<file path="src/rtl/pipe_stage_reg.sv">
`default_nettype none
// ============================================================================
//  Module   : pipe_stage_reg
//  Purpose  : Reusable pipeline segment register carrying a control bundle and
//             a data bundle between CPU stages. It has a valid/ready handshake,
//             a one-entry skid buffer for back-pressure, a synchronous flush
//             that inserts a bubble, and a saturating bubble counter.
//  Revision : 1.0 - initial release
// ----------------------------------------------------------------------------
//  Ports
//    clk        in   1       rising-edge clock
//    rst        in   1       asynchronous active-low reset
//    in_valid   in   1       upstream entry valid
//    in_ready   out  1       block can accept an entry (register output)
//    in_ctrl    in   CTRL_W  upstream control bundle
//    in_data    in   DATA_W  upstream data bundle
//    flush      in   1       synchronous kill of all held entries
//    out_valid  out  1       outputs hold a valid entry
//    out_ready  in   1       downstream consumes the entry this cycle
//    out_ctrl   out  CTRL_W  held control bundle, zero when out_valid=0
//    out_data   out  DATA_W  held data bundle, zero when out_valid=0
//    bubble_cnt out  CNT_W   saturating count of cycles with out_valid=0
// ============================================================================
module pipe_stage_reg #(
  parameter int unsigned CTRL_W = 8,
  parameter int unsigned DATA_W = 68,
  parameter int unsigned CNT_W  = 16
) (
  input  logic              clk,
  input  logic              rst,
  input  logic              in_valid,
  output logic              in_ready,
  input  logic [CTRL_W-1:0] in_ctrl,
  input  logic [DATA_W-1:0] in_data,
  input  logic              flush,
  output logic              out_valid,
  input  logic              out_ready,
  output logic [CTRL_W-1:0] out_ctrl,
  output logic [DATA_W-1:0] out_data,
  output logic [CNT_W-1:0]  bubble_cnt
);

  localparam logic [CNT_W-1:0] c_cnt_max = '1;
  localparam logic [CNT_W-1:0] c_cnt_one = {{(CNT_W-1){1'b0}}, 1'b1};

  // Main entry drives the outputs directly; the skid entry is always younger.
  logic              r_main_valid;
  logic [CTRL_W-1:0] r_main_ctrl;
  logic [DATA_W-1:0] r_main_data;
  logic              r_skid_valid;
  logic [CTRL_W-1:0] r_skid_ctrl;
  logic [DATA_W-1:0] r_skid_data;
  logic [CNT_W-1:0]  r_bubble_cnt;

  logic w_accept;
  logic w_consume;

  // in_ready depends only on registered skid state, so there is no
  // combinational path from out_ready back to the upstream stage.
  assign w_accept  = in_valid && !r_skid_valid;
  assign w_consume = r_main_valid && out_ready;

  // Invalid entries are always zeroed so outputs need no gating and ctrl bits
  // read zero on every bubble.
  always_ff @(posedge clk or negedge rst) begin
    if (!rst) begin
      r_main_valid <= 1'b0;
      r_main_ctrl  <= '0;
      r_main_data  <= '0;
      r_skid_valid <= 1'b0;
      r_skid_ctrl  <= '0;
      r_skid_data  <= '0;
    end else if (flush) begin
      r_main_valid <= 1'b0;
      r_main_ctrl  <= '0;
      r_main_data  <= '0;
      r_skid_valid <= 1'b0;
      r_skid_ctrl  <= '0;
      r_skid_data  <= '0;
    end else if (!r_main_valid || w_consume) begin
      if (r_skid_valid) begin
        // Drain the older skid entry first; in_ready was low, so no accept.
        r_main_valid <= 1'b1;
        r_main_ctrl  <= r_skid_ctrl;
        r_main_data  <= r_skid_data;
        r_skid_valid <= 1'b0;
        r_skid_ctrl  <= '0;
        r_skid_data  <= '0;
      end else if (w_accept) begin
        r_main_valid <= 1'b1;
        r_main_ctrl  <= in_ctrl;
        r_main_data  <= in_data;
      end else begin
        r_main_valid <= 1'b0;
        r_main_ctrl  <= '0;
        r_main_data  <= '0;
      end
    end else if (w_accept) begin
      // Main is stalled: absorb one extra entry into the skid buffer.
      r_skid_valid <= 1'b1;
      r_skid_ctrl  <= in_ctrl;
      r_skid_data  <= in_data;
    end
  end

  // Counts cycles whose pre-edge out_valid is low, flushed cycles included.
  always_ff @(posedge clk or negedge rst) begin
    if (!rst) begin
      r_bubble_cnt <= '0;
    end else if (!r_main_valid && (r_bubble_cnt != c_cnt_max)) begin
      r_bubble_cnt <= r_bubble_cnt + c_cnt_one;
    end
  end

  assign in_ready   = !r_skid_valid;
  assign out_valid  = r_main_valid;
  assign out_ctrl   = r_main_ctrl;
  assign out_data   = r_main_data;
  assign bubble_cnt = r_bubble_cnt;

endmodule
`default_nettype wire
</file>
<file path="config.mk">
export PLATFORM = sky130hd
export DESIGN_NAME = pipe_stage_reg
export DESIGN_NICKNAME = d
export VERILOG_FILES = /design/src/rtl/pipe_stage_reg.sv
export SDC_FILE = /design/constraint.sdc
export NUM_CORES = 1
export LEC_CHECK = 0
export CAP_MARGIN = 20
export CORE_ASPECT_RATIO = 1.2
export CORE_MARGIN = 2
export CORE_UTILIZATION = 45
export CTS_CLUSTER_SIZE = 24
export DETAILED_ROUTE_END_ITERATION = 6
export PLACE_DENSITY_LB_ADDON = 0.12
export SLEW_MARGIN = 40
export SYNTH_ARGS = -nofsm -noshare
export SYNTH_HDL_FRONTEND = slang
export SYNTH_SLANG_ARGS = --single-unit
</file>
<file path="constraint.sdc">
create_clock -name clk -period 5.19 [get_ports clk]
set_input_delay 0.7785 -clock clk [delete_from_list [all_inputs] [get_ports clk]]
set_output_delay 0.7785 -clock clk [all_outputs]
set_load 0.02 [all_outputs]
</file>
Yosys cells after proc, flatten, opt, wreduce, memory -nomap -nowiden
Index checks and enable logic that the tools add are counted.
{ "word_totals": {"register_bits": 170, "latch_bits": 0, "ramBits": 0, "rom_bits": 0, "output_inout_bits": 94, "word_cells": 42, "mem_count": 0} }
{ "op_classes": {"add_sub_neg": 1, "n_mul": 0, "div_mod_pow": 0, "n_lt_le_gt_ge": 0, "n_eq_ne": 2, "shift": 0, "muxes": 23, "bitwise": 0, "n_reduce_logical": 9} }
{ "op_table": {"columns": ["cell", "n"], "rows": [
  ["$mux W68", 8],
  ["$mux W8", 8],
  ["$add A16 B1 Y16 const B", 1],
  ["$ne A16 B16 Y1 const B", 1],
  ["$mux W1", 7],
  ["$logic_and A1 B1 Y1", 3],
  ["$ne A3 B3 Y1 const B", 1],
  ["$reduce_bool A3 Y1", 1],
  ["$logic_not A1 Y1", 2],
  ["$reduce_and A2 Y1", 1],
  ["$reduce_bool A2 Y1", 1],
  ["$logic_or A1 B1 Y1", 1]
]} }

Logic depth before layout (Yosys ltp)
{ "logic_depth": {"word_depth": 6, "ltp_mapped": 7} }

Worst setup path before layout
OpenSTA, ideal clock, no wires.
{ "synth_path": {"path_type": "input to register", "from": "in out_ready", "to": "reg r_skid_ctrl[0]", "setup_ns": 0.121, "t_arrival_ns": 1.782, "required_ns": 5.069, "slack_ns": 3.287, "stages": 5, "path_buffers": 2, "path_cell_list": "nand2b_1 -> o31a_1 -> buf_2 -> buf_2 -> a22o_1"} }
{ "synth_via": {"elab_chain_len": 4, "word_cells_on_any_way": 7} }
{ "synth_rtl": {"columns": ["element", "line_no", "source"], "rows": [
  ["start: declaration", "37", "input logic out_ready,"],
  ["$logic_and A1 B1 Y1 (*)", "61", "assign w_consume = r_main_valid && out_ready;"],
  ["$logic_or A1 B1 Y1 (*)", "80", "end else if (!r_main_valid || w_consume) begin"],
  ["$ne A3 B3 Y1 (no line) (tied with other cells)", null, null],
  ["$reduce_and A2 Y1 (no line) or $mux W8 (tied branches)", null, null],
  ["end signal: assignment", "101", "r_skid_ctrl <= in_ctrl;"],
  ["end: declaration", "51", "logic [CTRL_W-1:0] r_skid_ctrl;"]
]} }
Mark *: on every way between the ends. The rest lies on a longest branch, timed or not.
A chain may end at the register's enable or synchronous reset.

Worst setup path in the final report
{ "layout_path": {"from": "reg r_skid_valid", "to": "out in_ready"} }
{ "layout_via": {"elab_chain_len": 1} }
{ "layout_rtl": {"columns": ["element", "line_no", "source"], "rows": [
  ["start: declaration", "50", "logic r_skid_valid;"],
  ["start signal: assignment", "70", "r_skid_valid <= 1'b0;"],
  ["start signal: assignment", "77", "r_skid_valid <= 1'b0;"],
  ["start signal: assignment", "86", "r_skid_valid <= 1'b0;"],
  ["$logic_not A1 Y1", "115", "assign in_ready = !r_skid_valid;"],
  ["end: declaration", "32", "output logic in_ready,"]
]} }
Every way passes these cells.

==> flow_summary.json <==
{
  "num_rows": 50,
  "postSynthCellCount": 690,
  "layout.nets": 917,
  "post_drt_via_cell_ratio": 5.634,
  "synthDominantAreaCellType": "sky130_fd_sc_hd__dfrtp_1",
  "clock-skew-final_ps": 6.357,
  "grt_first_pass_wirelength_um": 30920,
  "finalCoreUtilization": 0.6193,
  "critPathArrivalTime_ps": 2360,
  "route.final.wire_length_um": 19040,
  "max_slew.worst_pin.slew_ps": 813.6,
  "worst_hold_path_type": "in -> async",
  "cts_repair_resize_count": 0,
  "postSynthNetCount": 772,
  "drtAntennaViolNets": 0,
  "floorplan.initialDensity": 0.4600,
  "io_buffers": 174,
  "floorplan_die_width_um": 119.4,
  "worst_hold_slack_ps": 368.7,
  "final_common_cell": "sky130_fd_sc_hd__clkdlybuf4s50_1",
  "yosys_register_bits": 170,
  "grt_overflow": 0,
  "first_global_vias": 5946,
  "cells_taking_the_most_area_after_synthesis": "sky130_fd_sc_hd__dfrtp_1 59%, sky130_fd_sc_hd__a22o_1 9.3%, sky130_fd_sc_hd__and3_1 6.4%, sky130_fd_sc_hd__a21oi_1 5.4%, sky130_fd_sc_hd__nand2_1 4.6%",
  "cts-root-buf": "sky130_fd_sc_hd__clkbuf_16",
  "syn_area_per_cell_um2": 10.43,
  "remaining_drc_errors": 0,
  "cts.path.max_buffers": 2,
  "die_height_um": 142.5,
  "synth_seq_area_share": 0.5913,
  "cts_made_buffers": 17,
  "route.vias.total": 5944,
  "setup-tns-final_ps": 0,
  "number_of_antenna_violations_at_the_first_check_in_global_routing": 1,
  "die-area_um2": 17020,
  "finalMaxSlewViolations": 0,
  "fmax_ghz": 0.3186,
  "routed_wire_length_per_instance_um": 18.05,
  "cellPowerDensity_nw_per_um2": 343.8,
  "detailedPlacementHpwl_um": 12010,
  "track_usage": 0.2296,
  "r2r.worst_path.cells": 5,
  "post-cts-setup-buffers": 0,
  "synthesis.area_um2": 7194,
  "drive_gt1_frac": 0.06612,
  "drt_first_pass_iters": 5,
  "gp_routability_congestion": 0.8043,
  "final_cell_mix": "172 x sky130_fd_sc_hd__clkdlybuf4s50_1, 169 x sky130_fd_sc_hd__dfrtp_1, 89 x sky130_fd_sc_hd__nand2_1",
  "critical_path_peak_fanout": 52,
  "max_cap_viol_count": 0,
  "tritoncts": "done",
  "finalHoldViolations": 0,
  "crit_path_start_kind": "flop",
  "vdd_drop_max_uv": 224.9,
  "power.leakage_uw": 0.004341,
  "area_growth_pct": 34.63,
  "run_status": "finished clean",
  "clkTransAtPathRegs_ps": 60,
  "clkSinkCount": 170,
  "insertion_delay_ps": 420,
  "timing.final.setup_violations": 0,
  "antenna_cells": 0,
  "worst_slew_margin_rel": 0.4563,
  "pin_count_of_the_biggest_net_entering_global_routing": 99,
  "setup_repair_after_global_routing_missed_its_margin": "no",
  "synth_top_area_share": 0.5913,
  "post_cts_hold_buffer_count": 0,
  "fin_crit_sh": 0.6048,
  "cp_data_required_time_ps": 4410,
  "synth_cell_type_count": 36,
  "first_iter_violations": 624,
  "cts_htree_levels": 4,
  "warnings_synthesis": 0,
  "finalCriticalPeriod_ps": 3139,
  "coreArea_um2": 15640,
  "io_pins": 175,
  "end_kind": "output pin",
  "worstSetupPathType": "reg -> out"
}
[flip-flops by register name (all words and copies together) (netlist names)]
signal	count
bubble_cnt	16
r_skid_valid	1
r_skid_data	68
out_data	68
out_ctrl	8
r_skid_ctrl	8
out_valid	1
[Yosys cell counts]
cell type,count
sky130_fd_sc_hd__a211oi_1,1
sky130_fd_sc_hd__a21oi_1,77
sky130_fd_sc_hd__a22o_1,76
sky130_fd_sc_hd__a22oi_1,2
sky130_fd_sc_hd__a31oi_1,1
sky130_fd_sc_hd__and3_1,74
sky130_fd_sc_hd__and4_1,1
sky130_fd_sc_hd__and4b_1,1
sky130_fd_sc_hd__buf_1,2
sky130_fd_sc_hd__buf_2,17
sky130_fd_sc_hd__clkbuf_1,39
sky130_fd_sc_hd__dfrtp_1,170
sky130_fd_sc_hd__ha_1,1
sky130_fd_sc_hd__inv_1,5
sky130_fd_sc_hd__mux2_1,2
sky130_fd_sc_hd__mux2_2,3
sky130_fd_sc_hd__nand2_1,89
sky130_fd_sc_hd__nand2b_1,3
sky130_fd_sc_hd__nand3_1,4
sky130_fd_sc_hd__nand3_2,1
sky130_fd_sc_hd__nand3b_1,1
sky130_fd_sc_hd__nand4_1,3
sky130_fd_sc_hd__nand4_2,1
sky130_fd_sc_hd__nor2_1,17
sky130_fd_sc_hd__nor2b_1,1
sky130_fd_sc_hd__nor3_1,4
sky130_fd_sc_hd__nor3_2,3
sky130_fd_sc_hd__nor4_2,3
sky130_fd_sc_hd__nor4b_1,1
sky130_fd_sc_hd__o21ai_0,62
sky130_fd_sc_hd__o21ai_1,16
sky130_fd_sc_hd__o31a_1,1
sky130_fd_sc_hd__or3_1,2
sky130_fd_sc_hd__or3b_1,1
sky130_fd_sc_hd__xnor2_1,2
sky130_fd_sc_hd__xor2_1,3
[cells by family after synthesis]
family / after synthesis / synth area share
XOR/XNOR: 5 / 0.006088
AND/OR/NAND/NOR: 210 / 0.1517
adder cells (fa/ha/maj): 1 / 0.001739
multiplexers: 5 / 0.007826
flip-flops: 170 / 0.5913
AO/OA/AOI/OAI: 236 / 0.2056
buffers and inverters: 63 / 0.03583
[layout make-up]
class / instances / area [um^2]
repair buffers: 184 / 1817
fillers: 1309 / 5954
clock buffers: 24 / 491.7
multi-input cells: 457 / 2703
flip-flops and latches: 170 / 4258
clock inverters: 7 / 137.6
inverters: 5 / 18.77
well taps: 208 / 260.3
[where the power goes]
part	internal, uW	total [uW]	switching, uW
combinational	232	496	264
clock	854	1360	506
sequential	1400	1470	74.5
[layer usage]
| metal | GRT usage | vias up | wire, um |
|---|---|---|---|
| li1 | - | 2765 | - |
| met5 | 0 | - | 12 |
| met4 | 0.08050 | 2 | 333 |
| met1 | 0.3025 | 2945 | 8303 |
| met3 | 0.05489 | 29 | 1133 |
| met2 | 0.3742 | 203 | 9260 |
[worst max-delay path: stages (launching register included)]
cell	delay [ps]
sky130_fd_sc_hd__dfrtp_4	840
sky130_fd_sc_hd__buf_4	460
sky130_fd_sc_hd__inv_2	70
sky130_fd_sc_hd__clkdlybuf4s50_1	540
[through the flow]
stage / total power, uW / setup WS (ps) / cells / cell area [um^2]
6_report: 3330 / 2051 / 1055 / 9686
2_1_floorplan: 1724 / 3287 / 690 / 7194
3_5_place_dp: 1997 / 1945 / 1024 / 9052
3_3_place_gp: 1980 / 2015 / 1024 / 9050
5_1_grt: 3465 / 1977 / 1055 / 9686
4_1_cts: 3351 / 2078 / 1055 / 9682
[worst paths after layout]
| path | endpoint | slack [ps] | from |
|---|---|---|---|
| max in group asynchronous | r_skid_data[18] | 3630 | rst |
| worst max-delay path | in_ready | 2050 | r_skid_valid |
| worst max register to register | r_skid_ctrl[4] | 2730 | out_valid |
| worst min register to register | out_data[55] | 480 | out_data[55] |
| worst min-delay path | out_data[60] | 370 | rst |
| min in group clk | out_data[55] | 480 | out_data[55] |
(Power assumes the default switching activity.)
